[src/rtl/spiker_adapter_pkg.sv]
// Shared geometry and reader state type for the spiker input/result adapters.
package spiker_adapter_pkg;

    localparam int unsigned SPK_WIDTH    = 32;
    localparam int unsigned SPK_N_REG    = 25;
    localparam int unsigned SPK_N_SPIKES = 784;

    typedef enum logic [1:0] {
        RD_IDLE,
        RD_LOAD,
        RD_PRESENT,
        RD_WAIT_RES
    } spiker_rd_state_e;

endpackage

[src/rtl/spiker_reader_if.sv]
// Reader <-> neural core link: spike vector handshake plus result capture strobe.
interface spiker_reader_if
    import spiker_adapter_pkg::*;
#(
    parameter int unsigned N_SPIKES = SPK_N_SPIKES
);

    logic [N_SPIKES-1:0] data_in_o;
    logic                valid_o;
    logic                ready_i;
    logic                core_done_i;
    logic                sample_o;

    modport master (
        output data_in_o,
        output valid_o,
        output sample_o,
        input  ready_i,
        input  core_done_i
    );

    modport slave (
        input  data_in_o,
        input  valid_o,
        input  sample_o,
        output ready_i,
        output core_done_i
    );

endinterface

[src/rtl/spiker_reader_watchdog.sv]
// Cycle watchdog: counts while run_i is high, restarts on clr_i, flags the last cycle.
module spiker_watchdog #(
    parameter int unsigned TIMEOUT_CYCLES = 4096
) (
    input  logic clk_i,
    input  logic rst_ni,
    input  logic run_i,
    input  logic clr_i,
    output logic expired_o
);

    localparam int unsigned CW = (TIMEOUT_CYCLES > 1) ? $clog2(TIMEOUT_CYCLES) : 1;
    localparam logic [CW-1:0] LIMIT = CW'(TIMEOUT_CYCLES - 1);

    logic [CW-1:0] cnt_q;

    // Count cycles spent in the current supervised state.
    always_ff @(posedge clk_i or negedge rst_ni) begin
        if (!rst_ni) begin
            cnt_q <= '0;
        end else if (!run_i || clr_i) begin
            cnt_q <= '0;
        end else begin
            cnt_q <= cnt_q + 1'b1;
        end
    end

    assign expired_o = run_i && (cnt_q == LIMIT);

endmodule

[src/rtl/spiker_reader.sv]
// Spiker reader: snapshots the input-spike CSR words, presents them to the core
// with valid/ready, waits for core completion and pulses sample_o/done_o.
// Optional watchdog abort is enabled by defining SPIKER_READER_TIMEOUT_EN.
module spiker_reader
    import spiker_adapter_pkg::*;
#(
    parameter int unsigned WIDTH          = SPK_WIDTH,
    parameter int unsigned N_SPIKES       = SPK_N_SPIKES,
    parameter int unsigned N_REG          = SPK_N_REG,
    parameter int unsigned TIMEOUT_CYCLES = 4096
) (
    input  logic                   clk_i,
    input  logic                   rst_ni,
    input  logic [N_REG*WIDTH-1:0] spikes_i,
    input  logic                   start_i,
    input  logic                   err_clr_i,
    spiker_reader_if.master        core_if,
    output logic                   busy_o,
    output logic                   done_o,
    output logic                   overrun_o,
    output logic                   timeout_o
);

    localparam int unsigned CNT_W = (N_REG > 1) ? $clog2(N_REG) : 1;
    localparam logic [CNT_W-1:0] LAST_WORD = CNT_W'(N_REG - 1);

    spiker_rd_state_e       state_q, state_d;
    logic [CNT_W-1:0]       word_cnt_q, word_cnt_d;
    logic [N_REG*WIDTH-1:0] shadow_q;
    logic                   load_en;
    logic                   done_q, done_d;
    logic                   overrun_q, overrun_d;
    logic                   timeout_q, timeout_d;
    logic                   wd_expired;

`ifdef SPIKER_READER_TIMEOUT_EN
    logic wd_run;
    assign wd_run = (state_q == RD_PRESENT) || (state_q == RD_WAIT_RES);

    spiker_watchdog #(
        .TIMEOUT_CYCLES(TIMEOUT_CYCLES)
    ) u_watchdog (
        .clk_i    (clk_i),
        .rst_ni   (rst_ni),
        .run_i    (wd_run),
        .clr_i    (state_d != state_q),
        .expired_o(wd_expired)
    );
`else
    localparam int unsigned unused_timeout_cycles = TIMEOUT_CYCLES;
    assign wd_expired = 1'b0;
`endif

    // Next-state, word counter, completion pulse and sticky error flags.
    always_comb begin
        state_d    = state_q;
        word_cnt_d = word_cnt_q;
        load_en    = 1'b0;
        done_d     = 1'b0;
        overrun_d  = overrun_q;
        timeout_d  = timeout_q;

        case (state_q)
            RD_IDLE: begin
                // The completion cycle still counts as busy for a new start.
                if (start_i && !done_q) begin
                    state_d    = RD_LOAD;
                    word_cnt_d = '0;
                end
            end
            RD_LOAD: begin
                load_en = 1'b1;
                if (word_cnt_q == LAST_WORD) begin
                    state_d = RD_PRESENT;
                end else begin
                    word_cnt_d = word_cnt_q + 1'b1;
                end
            end
            RD_PRESENT: begin
                if (ready_accept()) begin
                    state_d = RD_WAIT_RES;
                end
                if (wd_expired) begin
                    state_d   = RD_IDLE;
                    timeout_d = 1'b1;
                end
            end
            RD_WAIT_RES: begin
                // A completion arriving on the watchdog's last cycle still wins.
                if (core_if.core_done_i) begin
                    state_d = RD_IDLE;
                    done_d  = 1'b1;
                end else if (wd_expired) begin
                    state_d   = RD_IDLE;
                    timeout_d = 1'b1;
                end
            end
            default: state_d = RD_IDLE;
        endcase

        if (err_clr_i) begin
            overrun_d = 1'b0;
            if (!(wd_expired && (state_d == RD_IDLE) && !done_d &&
                  (state_q == RD_PRESENT || state_q == RD_WAIT_RES))) begin
                timeout_d = 1'b0;
            end
        end
        if (start_i && ((state_q != RD_IDLE) || done_q)) begin
            overrun_d = 1'b1;
        end
    end

    function automatic logic ready_accept();
        return core_if.ready_i;
    endfunction

    // State, counter and status registers.
    always_ff @(posedge clk_i or negedge rst_ni) begin
        if (!rst_ni) begin
            state_q    <= RD_IDLE;
            word_cnt_q <= '0;
            done_q     <= 1'b0;
            overrun_q  <= 1'b0;
            timeout_q  <= 1'b0;
        end else begin
            state_q    <= state_d;
            word_cnt_q <= word_cnt_d;
            done_q     <= done_d;
            overrun_q  <= overrun_d;
            timeout_q  <= timeout_d;
        end
    end

    // Shadow buffer: copy the CSR word selected by the word counter during LOAD.
    always_ff @(posedge clk_i or negedge rst_ni) begin
        if (!rst_ni) begin
            shadow_q <= '0;
        end else if (load_en) begin
            for (int unsigned i = 0; i < N_REG; i++) begin
                if (word_cnt_q == CNT_W'(i)) begin
                    shadow_q[i*WIDTH +: WIDTH] <= spikes_i[i*WIDTH +: WIDTH];
                end
            end
        end
    end

    if (N_REG * WIDTH > N_SPIKES) begin : g_shadow_pad
        logic unused_shadow_hi;
        assign unused_shadow_hi = ^shadow_q[N_REG*WIDTH-1:N_SPIKES];
    end

    assign core_if.data_in_o = shadow_q[N_SPIKES-1:0];
    assign core_if.valid_o   = (state_q == RD_PRESENT);
    assign core_if.sample_o  = done_q;
    assign busy_o            = (state_q != RD_IDLE);
    assign done_o            = done_q;
    assign overrun_o         = overrun_q;
    assign timeout_o         = timeout_q;

endmodule

[src/flat_wrapper.sv]
// flat-port wrapper written by rule: the top's interface ports become plain ports
module spiker_reader_flat import spiker_adapter_pkg::*;
#(
    parameter int unsigned WIDTH          = SPK_WIDTH,
    parameter int unsigned N_SPIKES       = SPK_N_SPIKES,
    parameter int unsigned N_REG          = SPK_N_REG,
    parameter int unsigned TIMEOUT_CYCLES = 4096
)
  (clk_i, rst_ni, spikes_i, start_i, err_clr_i, busy_o, done_o, overrun_o, timeout_o, core_if_data_in_o, core_if_valid_o, core_if_sample_o, core_if_ready_i, core_if_core_done_i);
  spiker_reader_if #(.N_SPIKES(N_SPIKES)) core_if_i ();
  input  logic clk_i;
  input  logic rst_ni;
  input  logic [N_REG*WIDTH-1:0] spikes_i;
  input  logic start_i;
  input  logic err_clr_i;
  output logic busy_o;
  output logic done_o;
  output logic overrun_o;
  output logic timeout_o;
  output wire logic [$bits(core_if_i.data_in_o)-1:0] core_if_data_in_o;
  output wire logic [$bits(core_if_i.valid_o)-1:0] core_if_valid_o;
  output wire logic [$bits(core_if_i.sample_o)-1:0] core_if_sample_o;
  input wire logic [$bits(core_if_i.ready_i)-1:0] core_if_ready_i;
  input wire logic [$bits(core_if_i.core_done_i)-1:0] core_if_core_done_i;
  assign core_if_data_in_o = core_if_i.data_in_o;
  assign core_if_valid_o = core_if_i.valid_o;
  assign core_if_sample_o = core_if_i.sample_o;
  assign core_if_i.ready_i = core_if_ready_i;
  assign core_if_i.core_done_i = core_if_core_done_i;
  spiker_reader #(.WIDTH(WIDTH), .N_SPIKES(N_SPIKES), .N_REG(N_REG), .TIMEOUT_CYCLES(TIMEOUT_CYCLES)) u_core (.clk_i(clk_i), .rst_ni(rst_ni), .spikes_i(spikes_i), .start_i(start_i), .err_clr_i(err_clr_i), .core_if(core_if_i), .busy_o(busy_o), .done_o(done_o), .overrun_o(overrun_o), .timeout_o(timeout_o));
endmodule
[config.mk]
export PLATFORM = sky130hd
export DESIGN_NAME = spiker_reader_flat
export DESIGN_NICKNAME = d
export VERILOG_FILES = /design/src/rtl/spiker_adapter_pkg.sv /design/src/rtl/spiker_reader_if.sv /design/src/rtl/spiker_reader_watchdog.sv /design/src/rtl/spiker_reader.sv /design/src/flat_wrapper.sv
export SDC_FILE = /design/constraint.sdc
export NUM_CORES = 1
export LEC_CHECK = 0
export ABC_AREA = 1
export CORE_AREA = 3 3 625 627
export DETAILED_ROUTE_END_ITERATION = 8
export DIE_AREA = 0 0 628 630
export PLACE_DENSITY = 0.3
export SLEW_MARGIN = 40
export SYNTH_ARGS = -nofsm -noshare
export SYNTH_HDL_FRONTEND = slang
export SYNTH_SLANG_ARGS = --single-unit
[constraint.sdc]
create_clock -name clk_i -period 2.5 [get_ports clk_i]
set_clock_uncertainty 0.15 [all_clocks]
set_input_delay 0.5 -clock clk_i [delete_from_list [all_inputs] [get_ports clk_i]]
set_output_delay 0.5 -clock clk_i [all_outputs]
set_load 0.005 [all_outputs]
==> results.json <==
{
  "clk_pin_slew_ps": 60,
  "ys_seq_elements": 793,
  "grt_pass1_vias": 34677,
  "dr_wl_met2_mm": 141,
  "period_needed_ps": 2440,
  "hold_start": "spikes_i[411]",
  "crit_start": "u_core.shadow_q[76]",
  "num_vias": 33194,
  "numPortBuffers": 1578,
  "grt_start_max_net_pins": 67,
  "setup_viol": 0,
  "critPathRequiredTime_ps": 1850,
  "fmax_mhz": 410,
  "r2r_start": "u_core.word_cnt_q[0]",
  "vias_per_cell": 3.07,
  "ios": 1596,
  "syn_inst": 3409,
  "gr-total-overflow": 0,
  "drc_errors": 0,
  "total_power_mw": 41.2,
  "stdcell_area_um2": 62300,
  "ctsHtreeMaxLevel": 3,
  "hold_ws_ps": 85.1,
  "cp-start-kind": "flip-flop",
  "grt_usage": 0.144,
  "p_per_area_nw_per_um2": 661,
  "avgSynthCellArea_um2": 9.17,
  "drt_pass1_iterations": 5,
  "antenna_left": 0,
  "crit_slowest_cell": "clkdlybuf4s15_1",
  "cp_top_family": "buffers and inverters",
  "syn_area_um2": 31300,
  "final-seq-area_um2": 19900,
  "slowest_delay_ps": 570,
  "cellLeakagePower_nw": 24.0,
  "nets": 6299,
  "drv_cap": 0,
  "drt_iter0_drc": 1841,
  "fp-row-count": 228,
  "crit_type": "reg2out",
  "drv_slew": 0,
  "hold_path.class": "in2reg",
  "crit_fanout": 2,
  "ys_seq_area_frac": 0.635,
  "tightest_slew_ps": 661,
  "die_area_um2": 396000,
  "die_x_um": 628,
  "endpoint_kind": "primary output",
  "hold_viol": 0,
  "clock_sinks": 793,
  "core_um2": 385000,
  "relSlewSlack": 0.559,
  "multiInputGateArea_um2": 9530,
  "wl_mm": 294,
  "top_layer_used": "met5",
  "cts.path.max_buffers": 4,
  "root_buffer": "clkbuf_16",
  "wl_per_cell_um": 27.2,
  "die_h_um": 630,
  "hpwlAfterDp_mm": 250,
  "syn_nets": 4224,
  "antenna_found_initial": 232,
  "rsz0062_at_grt": "false",
  "fin_crit_sh": 0.975,
  "synth.lib_cells_used.distinct": 30,
  "critPathArrivalTime_ps": 1790,
  "path_cells": "clkdlybuf4s15_1",
  "peakVddDrop_v": 0.000566,
  "cts_tree": "yes",
  "cp.buffers_inverters": 1,
  "status": "completed",
  "grt_pass1_wl_mm": 377,
  "drive_above_1_share": 0.0816,
  "place_area_um2": 54300,
  "fillers": 43520,
  "numCtsBuffers": 122,
  "initial_core_util": 0.0811,
  "met1_length_mm": 115,
  "met3WireLength_mm": 28.7,
  "fin_setup_tns_ps": 0,
  "area_growth_pct": 99.4,
  "gp_congestion": 0.900,
  "insertion_delay_ps": 860,
  "synth.yosys.warnings": 0
}
## what timing repair did
action	4_1_cts	5_1_grt
hold buffers	442	0
endpoints found under the hold margin	794	0
gates resized for setup	722	9
setup buffers	11	1
setup endpoints to repair	613	30
## worst paths after layout
path	to	slack [ps]	cells past startpoint
worst min-delay path	u_core.shadow_q[411]	90	3
worst max register to register	u_core.shadow_q[716]	160	9
worst min register to register	u_core.shadow_q[536]	310	2
min in group asynchronous	u_core.shadow_q[332]	300	3
max in group asynchronous	u_core.shadow_q[580]	980	3
worst max-delay path	core_if_data_in_o[76]	60	1
## flip-flops by register name (all words and copies together), names as in the netlist
register and flops:
u_core.overrun_o 1, u_core.state_q 2, u_core.core_if.sample_o 1, u_core.shadow_q 784, u_core.word_cnt_q 5
## per-stage QoR
stage          cells  utilization  worst slack [ps]
4_1_cts        10748        0.161             0.258
2_1_floorplan   3409            -               296
5_1_grt        10769        0.161             0.698
3_5_place_dp   10081        0.141              4.73
3_3_place_gp   10080        0.141             -6.71
6_report       10812        0.162              63.0
## cell usage after synthesis, drive strengths merged
master | number | area share
nand4 | 4 | 0.0010
dfrtp | 793 | 0.63
clkinv | 1 | 0.00012
a21oi | 1 | 0.00016
buf | 104 | 0.018
o21ai | 483 | 0.077
mux2 | 32 | 0.012
ha | 9 | 0.0036
clkbuf | 102 | 0.012
nor3 | 2 | 0.0010
nor2 | 22 | 0.0030
nand3 | 264 | 0.044
inv | 278 | 0.033
nand2 | 1312 | 0.16
or2 | 1 | 0.00020
conb | 1 | 0.00012
## cell families after synthesis
| family | synth area share |
|---|---|
| AO/OA/AOI/OAI | 0.0775 |
| adder cells (fa/ha/maj) | 0.00360 |
| buffers and inverters | 0.0644 |
| flip-flops | 0.635 |
| multiplexers | 0.0115 |
| other | 0.000120 |
| AND/OR/NAND/NOR | 0.208 |
## cell usage in the layout, fill, tap and decap left out, types with 10 or more instances in the layout
master	count
nand2_1	1303
clkdlybuf4s50_1	949
dfrtp_1	781
dlygate4sd2_1	554
dlygate4sd3_1	442
o21ai_0	420
inv_1	269
nand3_1	258
clkbuf_16	122
buf_4	91
diode_2	63
o21ai_1	63
buf_12	54
mux2_2	32
clkdlybuf4s15_2	32
clkbuf_1	30
clkdlybuf4s15_1	22
clkinv_2	19
clkbuf_8	19
dfrtp_2	12
nor2_4	10
## worst register-to-register path, stage by stage (launching register included)
cell	delay (ps)
dfrtp_1	450
inv_1	110
ha_1	440
inv_1	140
nor2_4	150
buf_12	200
nand2_1	220
buf_12	190
nand2_1	130
nand2_1	50
## layer usage
metal / GRT usage / vias up
li1: - / 15030
met1: 0.166 / 16251
met2: 0.246 / 1367
met3: 0.0580 / 418
met4: 0.0337 / 128
met5: 0 / -
## power by group
group          internal, mW  total, mW  switching (mW)  leakage [nW]
combinational          3.99       8.78            4.79          14.7
clock                  10.4       17.7            7.23          1.93
sequential             14.0       14.8           0.710          7.38
## cell type report
class | count | area share
multi-input cells | 2131 | 0.153
clock buffers | 171 | 0.0550
well taps | 5175 | 0.104
diodes | 63 | 0.00253
repair buffers | 2157 | 0.341
inverters | 279 | 0.0169
clock inverters | 43 | 0.00879
flip-flops and latches | 793 | 0.319
(Power assumes the default switching activity.)
